$ cat config.mk
export PLATFORM = sky130hd
export DESIGN_NAME = led_activity
export DESIGN_NICKNAME = d
export VERILOG_FILES = /design/src/rtl/led_activity_pkg.sv /design/src/rtl/led_stretch_ch.sv /design/src/rtl/led_activity.sv
export SDC_FILE = /design/constraint.sdc
export NUM_CORES = 1
export LEC_CHECK = 0
export CORE_MARGIN = 2
export CORE_UTILIZATION = 23
export DETAILED_ROUTE_END_ITERATION = 12
export SLEW_MARGIN = 25
export SYNTH_ARGS = -nofsm -noshare
export SYNTH_HDL_FRONTEND = slang
export SYNTH_SLANG_ARGS = --single-unit
$ cat constraint.sdc
create_clock -name clk -period 2.45 [get_ports clk]
set_input_delay 0.49 -clock clk [delete_from_list [all_inputs] [get_ports clk]]
set_output_delay 0.49 -clock clk [all_outputs]
set_load 0.05 [all_outputs]
$ cat src/rtl/led_activity_pkg.sv
// led_activity_pkg: shared constants and helpers for the LED conditioning stage.
//   MODE_LEVEL / MODE_STRETCH : per-channel mode encodings
//   TICK_HZ                   : rate of the shared stretch time base
//   cycles_per_tick()         : clock cycles in one time-base period
package led_activity_pkg;

  localparam logic MODE_LEVEL   = 1'b0;
  localparam logic MODE_STRETCH = 1'b1;

  localparam int TICK_HZ = 1000;

  // Number of clk cycles between consecutive 1 ms ticks.
  function automatic int cycles_per_tick(input int clk_hz);
    return clk_hz / TICK_HZ;
  endfunction

endpackage

$ cat src/rtl/led_stretch_ch.sv
// led_stretch_ch: one LED channel -- input synchroniser, edge detect and a
// retriggerable stretch counter that decrements on the shared 1 ms tick.
// Ports:
//   clk, rst_n : clock and synchronous active-low reset
//   tick       : 1-cycle pulse every 1 ms from the shared prescaler
//   act_in     : raw (possibly asynchronous) activity/level input
//   mode       : MODE_LEVEL passes the synchronised level, MODE_STRETCH the flash
//   val        : channel value before brightness gating
module led_stretch_ch
  import led_activity_pkg::*;
#(
  parameter int STRETCH_MS = 50
) (
  input  logic clk,
  input  logic rst_n,
  input  logic tick,
  input  logic act_in,
  input  logic mode,
  output logic val
);

  localparam int CW = $clog2(STRETCH_MS + 1);
  localparam logic [CW-1:0] LOAD_VAL = CW'(STRETCH_MS);

  logic          s1_r;
  logic          s2_r;
  logic          s3_r;
  logic [CW-1:0] cnt_r;
  logic [CW-1:0] cnt_nxt_s;
  logic          edge_s;
  logic          lit_s;

  // Two-flop synchroniser plus a history flop for edge detection.
  always_ff @(posedge clk) begin
    if (!rst_n) begin
      s1_r <= 1'b0;
      s2_r <= 1'b0;
      s3_r <= 1'b0;
    end else begin
      s1_r <= act_in;
      s2_r <= s1_r;
      s3_r <= s2_r;
    end
  end

  // Stretch counter next state: an edge reload beats a coincident tick.
  always_comb begin
    edge_s    = s2_r ^ s3_r;
    cnt_nxt_s = cnt_r;
    if (edge_s) begin
      cnt_nxt_s = LOAD_VAL;
    end else if (tick && (cnt_r != {CW{1'b0}})) begin
      cnt_nxt_s = cnt_r - CW'(1);
    end else begin
      cnt_nxt_s = cnt_r;
    end
  end

  // Stretch counter register; runs in both modes so a mode switch shows live state.
  always_ff @(posedge clk) begin
    if (!rst_n) begin
      cnt_r <= {CW{1'b0}};
    end else begin
      cnt_r <= cnt_nxt_s;
    end
  end

  // Channel value selection.
  always_comb begin
    lit_s = (cnt_r != {CW{1'b0}});
    if (mode == MODE_STRETCH) begin
      val = lit_s;
    end else begin
      val = s2_r;
    end
  end

endmodule

$ cat src/rtl/led_activity.sv
// led_activity: LED conditioning between core status/pad signals and board LEDs.
// Each channel passes a synchronised level or stretches activity into a
// retriggerable flash; lit LEDs share an optional global PWM brightness.
// Optional feature macro: LED_ACTIVITY_PWM_EN (PWM brightness gating).
// Ports:
//   clk, rst_n : clock and synchronous active-low reset
//   act_in     : N_CH raw activity/level inputs (may be asynchronous)
//   mode       : N_CH per-channel mode, 0 = level, 1 = stretch
//   brightness : global duty brightness/2^W_PWM (ignored without the PWM macro)
//   led        : N_CH registered active-high LED drive
module led_activity
  import led_activity_pkg::*;
#(
  parameter int N_CH       = 8,
  parameter int CLK_HZ     = 12_000_000,
  parameter int STRETCH_MS = 50,
  parameter int W_PWM      = 4
) (
  input  logic             clk,
  input  logic             rst_n,
  input  logic [N_CH-1:0]  act_in,
  input  logic [N_CH-1:0]  mode,
  input  logic [W_PWM-1:0] brightness,
  output logic [N_CH-1:0]  led
);

  localparam int CPT = cycles_per_tick(CLK_HZ);
  localparam int PW  = (CPT > 1) ? $clog2(CPT) : 1;
  localparam logic [PW-1:0] PRESC_MAX = PW'(CPT - 1);

  if ((CLK_HZ % TICK_HZ) != 0) begin : g_bad_clk_hz
    $error("led_activity: CLK_HZ must be a multiple of 1000");
  end
  if (STRETCH_MS < 1) begin : g_bad_stretch
    $error("led_activity: STRETCH_MS must be at least 1");
  end

  logic [PW-1:0]   presc_r;
  logic            tick_s;
  logic [N_CH-1:0] val_s;
  logic            pwm_on_s;
  logic [N_CH-1:0] led_r;

  // Shared 1 ms prescaler; tick marks the wrap cycle.
  always_ff @(posedge clk) begin
    if (!rst_n) begin
      presc_r <= {PW{1'b0}};
    end else if (presc_r == PRESC_MAX) begin
      presc_r <= {PW{1'b0}};
    end else begin
      presc_r <= presc_r + PW'(1);
    end
  end

  assign tick_s = (presc_r == PRESC_MAX);

  for (genvar i = 0; i < N_CH; i++) begin : g_ch
    led_stretch_ch #(
      .STRETCH_MS(STRETCH_MS)
    ) u_ch (
      .clk   (clk),
      .rst_n (rst_n),
      .tick  (tick_s),
      .act_in(act_in[i]),
      .mode  (mode[i]),
      .val   (val_s[i])
    );
  end

`ifdef LED_ACTIVITY_PWM_EN
  logic [W_PWM-1:0] pc_r;
  logic [W_PWM-1:0] bri_q_r;

  // PWM period counter; brightness is latched only at the wrap so duty never glitches.
  always_ff @(posedge clk) begin
    if (!rst_n) begin
      pc_r    <= {W_PWM{1'b0}};
      bri_q_r <= {W_PWM{1'b1}};
    end else begin
      pc_r <= pc_r + W_PWM'(1);
      if (pc_r == {W_PWM{1'b1}}) begin
        bri_q_r <= brightness;
      end else begin
        bri_q_r <= bri_q_r;
      end
    end
  end

  assign pwm_on_s = (pc_r < bri_q_r);
`else
  logic unused_brightness_s;

  assign unused_brightness_s = ^brightness;
  assign pwm_on_s            = 1'b1;
`endif

  // Registered LED drive.
  always_ff @(posedge clk) begin
    if (!rst_n) begin
      led_r <= {N_CH{1'b0}};
    end else begin
      led_r <= val_s & {N_CH{pwm_on_s}};
    end
  end

  assign led = led_r;

endmodule

== Yosys cells after proc, flatten, opt, wreduce, memory -nomap -nowiden ==
Index checks and enable logic that the tools add are counted.

* Flip-flop bits (word level): 94
* Bits in latches: 0
* Bits in writable memories: 0
* Memory bits (read-only): 0
* Memories kept: 0

* Add/sub/neg operators: 9
* Multiply operators: 0
* Div/mod/pow operators: 0
* Order comparisons: 0
* Equal/unequal tests: 1
* Shift-type cells: 0
* Mux-type cells: 24
* Bitwise gates (word level): 9
* Reduce and logical (&&, ||, !) cells: 33

{| class="wikitable"
|+ Operators with widths
! operator !! number
|-
| two-way mux 6 bit || 16
|-
| nonzero test 6 bit || 8
|-
| subtractor 6 x 1 -> 6 bit, second input constant || 8
|-
| OR reduction 2 bit || 9
|-
| nonzero test 2 bit || 8
|-
| adder 14 x 1 -> 14 bit, second input constant || 1
|-
| == test 14 bit, second input constant || 1
|-
| logical AND 1 bit || 8
|-
| two-way mux 1 bit || 8
|-
| bitwise XOR 1 bit || 8
|-
| inverter 1 bit || 1
|}

== Depth between registers and ports, before layout ==
Gate-level depths: netlist of run 1.

* Depth after elaboration: 4
* Gate-level depth with buffers: 7

== Modules after synthesis ==
From an unflattened synthesis of run 1, not the netlist that was laid out.

* Cell total of the unflattened synthesis: 468
* Area total of the unflattened synthesis: 4317.9 sq um

{| class="wikitable"
|+ By module, submodules not included
! module !! times used !! cells each !! area each (sq um)
|-
| led_stretch_ch || 8 || 48 || 437.9
|-
| led_activity || 1 || 84 || 814.5
|}

== Worst setup path after synthesis of run 1 ==
No wires, ideal clock.

* Path kind: reg-to-reg
* Start: register presc_r[0]
* End: register g_ch[0].u_ch.cnt_r[2]
* Library setup time: 0.070 ns
* Data arrival time: 1.681 ns
* Path slack: 0.699 ns
* Cell stages (with the launch flop): 7
* Path buffers: 1
* Period minus slack after synthesis: 1.751 ns
* Cell sequence: dfxtp_1 > ha_1 > and4_1 > nand4_2 > buf_2 > or4_1 > a21oi_1

* Cells in the longest elaborated chain, start to end: 2

{| class="wikitable"
|+ Ends and longest elaborated chain
! item !! RTL line !! text
|-
| start, declared || led_activity.sv:38 || <nowiki>logic [PW-1:0] presc_r;</nowiki>
|-
| start signal, assigned || led_activity.sv:47 || <nowiki>presc_r <= {PW{1'b0}};</nowiki>
|-
| start signal, assigned || led_activity.sv:49 || <nowiki>presc_r <= {PW{1'b0}};</nowiki>
|-
| start signal, assigned || led_activity.sv:51 || <nowiki>presc_r <= presc_r + PW'(1);</nowiki>
|-
| == test 14 bit || led_activity.sv:55 || <nowiki>assign tick_s = (presc_r == PRESC_MAX);</nowiki>
|-
| logical AND 1 bit || led_stretch_ch.sv:52 || <nowiki>end else if (tick && (cnt_r != {CW{1'b0}})) begin</nowiki>
|-
| end signal, assigned || led_stretch_ch.sv:62 || <nowiki>cnt_r <= {CW{1'b0}};</nowiki>
|-
| end signal, assigned || led_stretch_ch.sv:64 || <nowiki>cnt_r <= cnt_nxt_s;</nowiki>
|-
| end, declared || led_stretch_ch.sv:28 || <nowiki>logic [CW-1:0] cnt_r;</nowiki>
|}

No other way between the ends.
A chain may end at the register's enable or synchronous reset.

== Final worst setup path of run 1 ==
* Start: register presc_r[0]
* End: register g_ch[0].u_ch.cnt_r[4]

* Cells in the longest elaborated chain, start to end: 3

{| class="wikitable"
|+ Ends and longest elaborated chain
! item !! RTL line
|-
| == test 14 bit || led_activity.sv:55
|-
| logical AND 1 bit || led_stretch_ch.sv:52
|-
| nonzero test 2 bit (no line) || -
|}

No other way between the ends.

==> results of run 1 <==
registers in the layout (all words and copies together), names as in the netlist:
register / cells
g_ch.u_ch.s3_r: 8
g_ch.u_ch.s2_r: 8
g_ch.u_ch.cnt_r: 48
g_ch.u_ch.s1_r: 8
presc_r: 14
led: 8
cell families (layout without fill, tap and decap cells):
logic type | count (synthesis) | after routing | synth area share [%]
AO/OA/AOI/OAI | 99 | 99 | 15.5
XOR/XNOR | 25 | 25 | 5.18
adder cells (fa/ha/maj) | 15 | 15 | 4.44
buffers and inverters | 45 | 76 | 4.38
flip-flops | 94 | 94 | 44.5
AND/OR/NAND/NOR | 186 | 186 | 26.0
area by class of cell:
type                    instances  area, um^2
clock buffers                  12         246
clock inverters                 3        68.8
well taps                     229         287
multi-input cells             325        2160
flip-flops and latches         94        1880
inverters                      26        97.6
fillers                      1938       12900
repair buffers                 35         338
layout by cell type (no fill, tap or decap), types with 5 or more instances in the layout:
cell	Yosys	layout
dfxtp_1	94	94
nor2_1	35	35
inv_1	26	26
a21oi_1	26	26
and2_1	25	25
clkdlybuf4s50_1	0	25
nor3_1	24	24
o21ai_0	19	19
a311oi_1	17	17
or3_1	16	16
xor2_1	16	16
a211oi_1	15	15
ha_1	15	15
and4_1	13	13
or4_1	13	13
nand2_1	13	13
nand3_1	12	12
nand4_1	10	10
xnor2_1	9	9
clkbuf_16	0	9
buf_4	0	9
o31ai_1	8	8
a31oi_1	7	7
nor3b_1	6	6
o41ai_1	5	5
critical path, delay by kind of cell, from the launching register on:
| family | cells | cell delay, ps |
|---|---|---|
| simple gates | 3 | 1000 |
| compound gates | 1 | 160 |
| buf+inv | 1 | 240 |
| flops | 1 | 340 |
| fa+ha+maj | 1 | 200 |
per-stage QoR:
stage               instances  hold WS, ps  power [mW]  area [um^2]  util, %
global route              724          443        3.66         5080     28.2
detailed placement        709          419        2.03         4760     26.4
global placement          709          413        2.03         4760     26.4
floorplan                 464          412        1.91         4230        -
CTS                       724          435        3.54         5080     28.2
finish                    724          430        3.48         5080     28.2
report_power, final:
part | internal (mW) | switching (mW) | total (mW) | leakage, nW
clock | 0.919 | 0.571 | 1.49 | 0.153
combinational | 0.150 | 0.215 | 0.365 | 0.960
sequential | 1.59 | 0.0390 | 1.63 | 0.768
total | 2.66 | 0.825 | 3.48 | 1.88
worst paths after layout:
kind                           endpoint  slack [ps]  cells after the start
setup / recovery  g_ch[0].u_ch.cnt_r[4]         430                      6
hold / removal        g_ch[6].u_ch.s2_r         430                      1
setup reg to reg  g_ch[0].u_ch.cnt_r[4]         430                      6
hold reg to reg       g_ch[6].u_ch.s2_r         430                      1
metal layers:
metal	up-vias	part of all wire [%]	GRT usage, %
li1	1768	-	-
met1	1588	51	12.2
met2	47	44	13.7
met3	14	2.7	2.03
met4	0	2.4	4.84
met5	-	0	0
==> key figures, run 1 <==
CTS
  • CTS hold repair buffers: 0
  • Post-CTS setup buffer count: 0
  • Clock Tree Buf Depth: 2
  • Num CTS Buffers: 9
  • Max H-tree Level: 3
  • CTS tree: done
  • Clock sinks: between 90 and 100
  • CTS root buffer: clkbuf_16
  • Clk slew on worst S/H paths: 60 ps
  • Post-CTS Resized: 0
  • Worst-Skew Late Latency: between 300 and 400 ps

Synthesis
  • Cell accounting for the most synthesized area: dfxtp_1
  • Top post-synthesis cells by area: dfxtp_1 (45%), ha_1 (4.4%), and2_1 (3.7%)
  • Predominant post-synthesis flop cell: dfxtp_1
  • Yosys warning count: 0
  • Mean Syn Cell Area: ~9.1 um^2
  • Most numerous cell in the Yosys netlist: dfxtp_1
  • Most frequent cells after synthesis: dfxtp_1 (94), nor2_1 (35), a21oi_1 (26), inv_1 (26), and2_1 (25)
  • Net Count, Synth: about 500
  • Post-synthesis sequential area ratio: between 40% and 50%
  • Area of the mapped netlist: roughly 4200 um^2
  • Yosys cell types: 35
  • Post-synth EDFFs: 0
  • Top cell type's share of synthesized area: roughly 45%
  • Synthesized instance count: 464
  • Register bit total from synthesis: 94
  • Fraction of registers with async set/reset: 0%

STA
  • Fraction of the cycle the final worst path needs: about 82%
  • Final Skew: roughly 6.6 ps
  • Final Hold Fails: 0
  • Fin worst setup slack: ~430 ps
  • Max frequency: just under 500 MHz
  • Setup TNS: 0 ps
  • Minimum clock period after layout: 2020 ps
  • Max-slew headroom: 58.5%
  • Slew Viols, Final: 0
  • Final setup fails: 0
  • Worst-Margin Slew: around 620 ps
  • RSZ-0062 raised after global routing: false

Global routing
  • Global route total overflow: 0
  • GRT Util Overall: under 10%
  • First-pass GRT wire length: ~15 mm
  • Initial antenna violation count: 0
  • Vias in the first global route: slightly above 3,000
  • Largest net degree at the start of global routing: 35

Drt
  • DR pass1 iterations: 4
  • # DRC: 0
  • Per-cell routed wire length: about 12 um
  • Routed wire length: around 8.5 mm
  • DR iter-0 viols: 152
  • Via count: roughly 3,400
  • Via density: 4.72
  • Final antenna-violating net count: 0

Setup path
  • Worst setup EP type: flop
  • Critical Path Max Stage Delay: ~520 ps
  • CP Max Fanout: 21
  • Origin of the critical flop-to-flop path: presc_r[0]
  • Arr. time, crit path: between 2000 and 2500 ps
  • Worst-path cell chain: ha_1 -> and4_1 -> nand4_2 -> buf_4 -> or4_1 -> a31oi_1
  • CP max stage cell: or4_1
  • Required time of the critical path: ~2700 ps
  • CP Launch Point: presc_r[0]
  • Crit start category: flop
  • Crit Path Class: reg -> reg

Finish
  • Synth-to-Final Area Change: 20.2%
  • # diodes: 0
  • Final net count: ~530
  • Share of layout cells above drive strength 1: around 6.3%

Placement
  • Final GP Congestion: roughly 0.8
  • Detailed placement HPWL: 5.71 mm
  • Pre-CTS WS: 450 ps
  • Port Buf Inserts: 25

Floorplan
  • IO Pins: 30
  • Initial Util: approximately a quarter
  • Core area: 18,000 um^2
  • Die Ht: between 100 and 150 um
  • Die Wd: 140 um
  • Die Footprint: 19,500 um^2
  • Row Count: 49

Power
  • P_leak: 1.88 nW
  • PwrDens: approximately 700 nW/um^2
  • VDD IR max: ~0.37 mV

Run status
  • Status: finished, final reports clean

Hold path
  • Hold Path Class: reg -> reg
  • Hold_sp: g_ch[6].u_ch.s1_r

Flow run
  • # Max-Cap Violations: 0
Note: power is estimated with default switching activity, not from simulation.
==> run 2, diff against run 1 <==
clock period = 1.75 ns   (was 2.45 ns; I/O delays follow)
==> key figures, run 2 (same netlist as run 1, synthesis figures left out) <==
STA
  • Minimum clock period after layout: 1760 ps (-255 ps)
  • Final Skew: 9.15 ps (+2.56 ps)
  • Max frequency: 568 MHz (+14%)
  • Setup TNS: -10.3 ps (-10.3 ps)
  • Max-slew headroom: 73.2% (+15 points)
  • Fraction of the cycle the final worst path needs: 101% (+18 points)
  • RSZ-0062 raised after global routing: true
  • Min Hold Slack: 428 ps (-1.98 ps)
  • Slew Viols, Final: 0 (unchanged)
  • Worst-Margin Slew: 399 ps (-222 ps)
  • Fin worst setup slack: -10.3 ps (-445 ps)
  • Final setup fails: 1 (+1)
  • Final Hold Fails: 0 (unchanged)

Power
  • Gate power share: 12.5% (+2.0 points)
  • Sw Ratio: 24.6% (+0.94 points)
  • Pwr Total: 4.88 mW (+40%)
  • Register share of total power: 46.8% (about the same)
  • PwrDens: 875 nW/um^2 (+28%)
  • Clock network power share: 40.7% (-2.1 points)
  • Net Sw Power: 1.20 mW (+46%)
  • Int Power: 3.68 mW (+38%)
  • VDD IR max: 0.408 mV (+9.6%)
  • P_leak: 2.15 nW (+14%)

CTS
  • CTS root buffer: clkbuf_16
  • Clk slew on worst S/H paths: 70 ps (about the same)
  • Num CTS Buffers: 9 (unchanged)
  • Worst-Skew Late Latency: 350 ps (about the same)
  • CTS tree: done
  • CTS hold repair buffers: 0 (unchanged)
  • Clock sinks: 94 (unchanged)
  • Max H-tree Level: 3 (unchanged)
  • Clock Tree Buf Depth: 2 (unchanged)

Placement
  • Placed Instances: 742 (+4.7%)
  • Pre-CTS WS: -102 ps (-553 ps)
  • Detailed placement HPWL: 6.20 mm (+8.6%)
  • Placed inst area: 5030 um^2 (+5.6%)
  • Port Buf Inserts: 25 (unchanged)
  • Final GP Congestion: 0.796 (+2.2%)

Setup path
  • Worst Path Buf+Inv: 3 (+2)
  • Crit Path Class: reg -> reg
  • Worst-path cell chain: nor4b_4 -> nand4_4 -> buf_4 -> clkbuf_16 -> buf_4 -> o31ai_1 -> a21oi_1
  • Critical Path Max Stage Delay: 340 ps (-180 ps)
  • Arr. time, crit path: 1990 ps (-300 ps)
  • Crit start category: flop
  • Required time of the critical path: 1980 ps (-750 ps)
  • Delay-heaviest family, CP: simple AND/OR/NAND/NOR gates
  • CP max stage cell: nor4b_4
  • Crit path top cell by count: buf_4
  • Worst setup EP type: flop
  • CP Max Fanout: 6 (-71%)

Global routing
  • Vias in the first global route: 3,418 (+11%)
  • Largest net degree at the start of global routing: 37 (+5.7%)
  • Global route total overflow: 0 (unchanged)
  • GRT Util Overall: 9.63% (+0.52 points)
  • Initial antenna violation count: 0 (unchanged)
  • First-pass GRT wire length: 15.5 mm (+6.2%)

Floorplan
  • Die Ht: 140 um (unchanged)
  • Row Count: 49 (unchanged)
  • IO Pins: 30 (unchanged)
  • Die Wd: 140 um (unchanged)
  • Die Footprint: 19,500 um^2 (unchanged)
  • Initial Util: 23.4% (unchanged)
  • Core area: 18,000 um^2 (unchanged)

Finish
  • Final design instance area without fill: 5580 um^2 (+10%)
  • Final net count: 569 (+7.8%)
  • Share of layout cells above drive strength 1: 21.5% (+15 points)
  • Flip-flop and latch area: 1890 um^2 (+0.33%)
  • Fillers: 1,907 (-1.6%)
  • Fin cells: 765 (+5.7%)
  • Most common cell after layout, fill and taps aside: dfxtp_1
  • Max reg flops: 48 (unchanged)
  • Leading cell types in the layout, fill and taps excluded: dfxtp_1 (89), buf_4 (50), nor2_1 (35), inv_1 (25), and2_1 (25)
  • Area of the multi-input gates: 2310 um^2 (+7.1%)
  • Biggest regs: g_ch.u_ch.cnt_r (48), presc_r (14)
  • Largest Register: g_ch.u_ch.cnt_r
  • Fin util: 31.0% (+2.8 points)
  • # diodes: 0 (unchanged)
  • Synth-to-Final Area Change: 32.1%

Drt
  • DR iter-0 viols: 164 (+7.9%)
  • Final antenna-violating net count: 0 (unchanged)
  • Via density: 4.71 (-0.12%)
  • DR pass1 iterations: 5 (+1)
  • # DRC: 0 (unchanged)
  • Via count: 3,606 (+5.5%)
  • Per-cell routed wire length: 12.1 um (+3.2%)
  • Routed wire length: 9.23 mm (+9.0%)

Flow run
  • # Max-Cap Violations: 0 (unchanged)

Run status
  • Status: complete, but fails checks
  • Failing checks: negative setup slack

Hold path
  • Hold Path Class: reg -> reg
run 2: changes by cell type in the layout (fill, tap and decap cells not counted), moves of 6 or more:
cell             delta
or4_4               +6
or4_1               -6
a21oi_2             +6
buf_4              +41
a21oi_1             -6
clkdlybuf4s50_1     -8
run 2: timing repair:
item                       in CTS  in global routing
setup endpoints to repair      13                 23
gates resized for setup         8                 33
cloned                          1                  1
pin swaps                       4                 20
setup buffers                   2                  5
run 2: layout make-up:
| class | count | area share (%) |
|---|---|---|
| Clock buffer | 12 | 4.59 |
| Tap cell | 229 | 5.13 |
| Inverter | 26 | 1.75 |
| Timing Repair Buffer | 76 | 12.5 |
| Sequential cell | 94 | 33.8 |
| Multi-Input combinational cell | 325 | 41.4 |
| Clock inverter | 3 | 0.784 |
run 2: worst paths after layout:
path                                   startpoint                    end  slack (ps)  cells after the start
worst max-delay path                   presc_r[8]  g_ch[2].u_ch.cnt_r[3]         -10                      7
worst min-delay path            g_ch[4].u_ch.s1_r      g_ch[4].u_ch.s2_r         430                      1
worst max register to register         presc_r[8]  g_ch[2].u_ch.cnt_r[3]         -10                      7
worst min register to register  g_ch[4].u_ch.s1_r      g_ch[4].u_ch.s2_r         430                      1
run 2: per-layer routing:
layer	track usage [%]	vias to the layer above	wire length, um
li1	-	1842	-
met1	12.3	1700	4590
met2	15.2	47	4140
met3	1.82	17	227
met4	5.79	0	276
met5	0	-	0
run 2: power by group through the flow:
| stage | Clock [mW] | Combinational, mW | Sequential (mW) |
|---|---|---|---|
| floorplan | 0 | 0.305 | 2.36 |
| global placement | 0 | 0.585 | 2.32 |
| detailed placement | 0 | 0.584 | 2.32 |
| CTS | 2.07 | 0.588 | 2.28 |
| global route | 2.14 | 0.674 | 2.29 |
| finish | 1.99 | 0.610 | 2.28 |
==> run 3, diff against run 2 <==
PLACE_DENSITY = 0.44   (was default)
RECOVER_POWER = 100   (was default)
==> key figures, run 3 (same netlist as run 1, synthesis figures left out) <==
Global routing
  • First-pass GRT wire length: 16.7 mm (+7.8%)
  • Global route total overflow: 0 (unchanged)
  • Initial antenna violation count: 0 (unchanged)
  • Vias in the first global route: 3,567 (+4.4%)
  • GRT Util Overall: 10.4% (+0.78 points)
  • Largest net degree at the start of global routing: 34 (-8.1%)

STA
  • Fraction of the cycle the final worst path needs: 105% (+4.5 points)
  • RSZ-0062 raised after global routing: true
  • Final setup fails: 12 (+11)
  • Fin worst setup slack: -88.3 ps (-78.0 ps)
  • Max-slew headroom: 55.7% (-18 points)
  • Slew Viols, Final: 0 (unchanged)
  • Max frequency: 544 MHz (-4.2%)
  • Final Hold Fails: 0 (unchanged)
  • Final Skew: 10.3 ps (+1.20 ps)
  • Minimum clock period after layout: 1840 ps (+78.0 ps)
  • Worst-Margin Slew: 659 ps (+260 ps)

Finish
  • Area of the multi-input gates: 2350 um^2 (+1.6%)
  • Final net count: 560 (-1.6%)
  • Synth-to-Final Area Change: 31.5%
  • Largest Register: g_ch.u_ch.cnt_r
  • Fillers: 1,888 (-1.0%)
  • Most common cell after layout, fill and taps aside: dfxtp_1
  • # diodes: 0 (unchanged)
  • Biggest regs: g_ch.u_ch.cnt_r (48), presc_r (14)
  • Max reg flops: 48 (unchanged)
  • Leading cell types in the layout, fill and taps excluded: dfxtp_1 (91), nor2_1 (34), inv_1 (26), nor3_1 (24)
  • Share of layout cells above drive strength 1: 17.8% (-3.7 points)
  • Fin util: 30.8% (-0.15 points)
  • Flip-flop and latch area: 1890 um^2 (-0.13%)

Drt
  • Per-cell routed wire length: 13.6 um (+13%)
  • Final antenna-violating net count: 0 (unchanged)
  • DR pass1 iterations: 6 (+1)
  • Via count: 3,688 (+2.3%)
  • Via density: 4.87 (+3.4%)
  • # DRC: 0 (unchanged)
  • Routed wire length: 10.3 mm (+12%)
  • DR iter-0 viols: 282 (+72%)

Setup path
  • Reg2Reg Depth: 5 (-2)
  • Crit Path Class: reg -> reg
  • Arr. time, crit path: 2120 ps (+130 ps)
  • Required time of the critical path: 2030 ps (+50 ps)
  • CP Max Fanout: 4 (-2)
  • Origin of the critical flop-to-flop path: presc_r[5]
  • Worst setup EP type: flop
  • Crit start category: flop
  • RR Endpoint: g_ch[7].u_ch.cnt_r[2]
  • Worst R2R Setup Slack: -90 ps (-80 ps)

Floorplan
  • Die Footprint: 19,500 um^2 (unchanged)
  • IO Pins: 30 (unchanged)
  • Row Count: 49 (unchanged)
  • Initial Util: 23.4% (unchanged)
  • Core area: 18,000 um^2 (unchanged)
  • Die Wd: 140 um (unchanged)
  • Die Ht: 140 um (unchanged)

Power
  • Sw Ratio: 26.0% (+1.4 points)
  • P_leak: 2.08 nW (-2.9%)
  • Clock network power share: 41.5% (+0.8 points)
  • Net Sw Power: 1.27 mW (+5.2%)
  • Int Power: 3.60 mW (-2.1%)
  • VDD IR max: 0.475 mV (+16%)
  • Gate power share: 11.7% (-0.8 points)
  • PwrDens: 876 nW/um^2 (+0.17%)
  • Register share of total power: 46.9% (about the same)
  • Pwr Total: 4.87 mW (-0.32%)

Run status
  • Failing checks: negative setup slack
  • Status: complete, but fails checks

Flow run
  • # Max-Cap Violations: 0 (unchanged)

CTS
  • Worst-Skew Late Latency: 350 ps (about the same)
  • Clock Tree Buf Depth: 2 (unchanged)
  • Clk slew on worst S/H paths: 70 ps (about the same)
  • Clock sinks: 94 (unchanged)
  • Max H-tree Level: 3 (unchanged)
  • CTS tree: done
  • Num CTS Buffers: 9 (unchanged)
  • CTS root buffer: clkbuf_16

Hold path
  • Hold Path Class: reg -> reg
  • Hold_sp: g_ch[3].u_ch.s1_r
  • Hold Crit Depth: 1 (unchanged)
  • Worst Hold End: g_ch[3].u_ch.s2_r

Placement
  • Detailed placement HPWL: 6.48 mm (+4.5%)
  • Final GP Congestion: 0.791 (-0.64%)
  • Port Buf Inserts: 25 (unchanged)
run 3: cell count changes in the layout (fill, tap and decap cells not counted), moves of 5 or more:
| cell | delta |
|---|---|
| clkbuf_1 | +13 |
| o21ai_1 | +5 |
| buf_4 | -27 |
| o21ai_0 | -5 |
run 3: worst max-delay path, stage by stage, from the launching register on:
cell       delay, ps
dfxtp_2          340
nor4b_4          370
nand4_4          230
clkbuf_16        230
or4_4            480
a21oi_2          120
run 3: layer usage:
metal	up-vias	GRT usage, %	part of all wire (%)	routed length [um]
li1	1832	-	-	-
met1	1784	13.2	47	4870
met2	57	16.7	47	4880
met3	15	2.51	3.0	311
met4	0	4.79	2.2	231
met5	-	0	0	0
run 3: how the worst max path moves through the flow:
stage	end	slack (ps)	from	cells after the start
after global placement	g_ch[3].u_ch.cnt_r[3]	-40	presc_r[0]	6
after floorplan	g_ch[0].u_ch.cnt_r[2]	20	presc_r[0]	6
after global routing	g_ch[0].u_ch.cnt_r[4]	-160	presc_r[5]	5
final	g_ch[7].u_ch.cnt_r[2]	-90	presc_r[5]	5
after CTS	g_ch[0].u_ch.cnt_r[4]	-80	presc_r[0]	6
after detailed placement	g_ch[0].u_ch.cnt_r[4]	-70	presc_r[0]	6
run 3: per-stage QoR:
step	TNS (ps)	area, um^2	std cells	setup WS, ps	hold WS, ps
after floorplan	0	4230	464	24.5	412
after global placement	-80.2	5010	738	-36.3	414
after detailed placement	-180	5010	738	-73.9	417
after CTS	-462	5330	754	-79.9	433
after global routing	-2490	5560	757	-161	442
final	-486	5560	757	-88.3	433
run 3: final cells by class:
type                    count  share of cell area [%]
clock buffers              11                    4.37
clock inverters             5                    1.04
inverters                  26                    1.76
multi-input cells         325                    42.3
flip-flops and latches     94                    33.9
well taps                 229                    5.16
repair buffers             67                    11.5
run 3: repair_timing:
item,in CTS,in global routing
resized for setup,2,50
setup buffers,0,0
hold buffers,0,0
setup endpoints to repair,14,33
cloned,0,3
pin swaps,0,28
run 3: power by group through the flow:
stage | clock network, mW | registers [mW] | logic, mW
6_report | 2.02 | 2.28 | 0.568
3_3_place_gp | 0 | 2.32 | 0.559
3_5_place_dp | 0 | 2.32 | 0.563
4_1_cts | 2.09 | 2.28 | 0.568
5_1_grt | 2.18 | 2.29 | 0.629
2_1_floorplan | 0 | 2.36 | 0.305
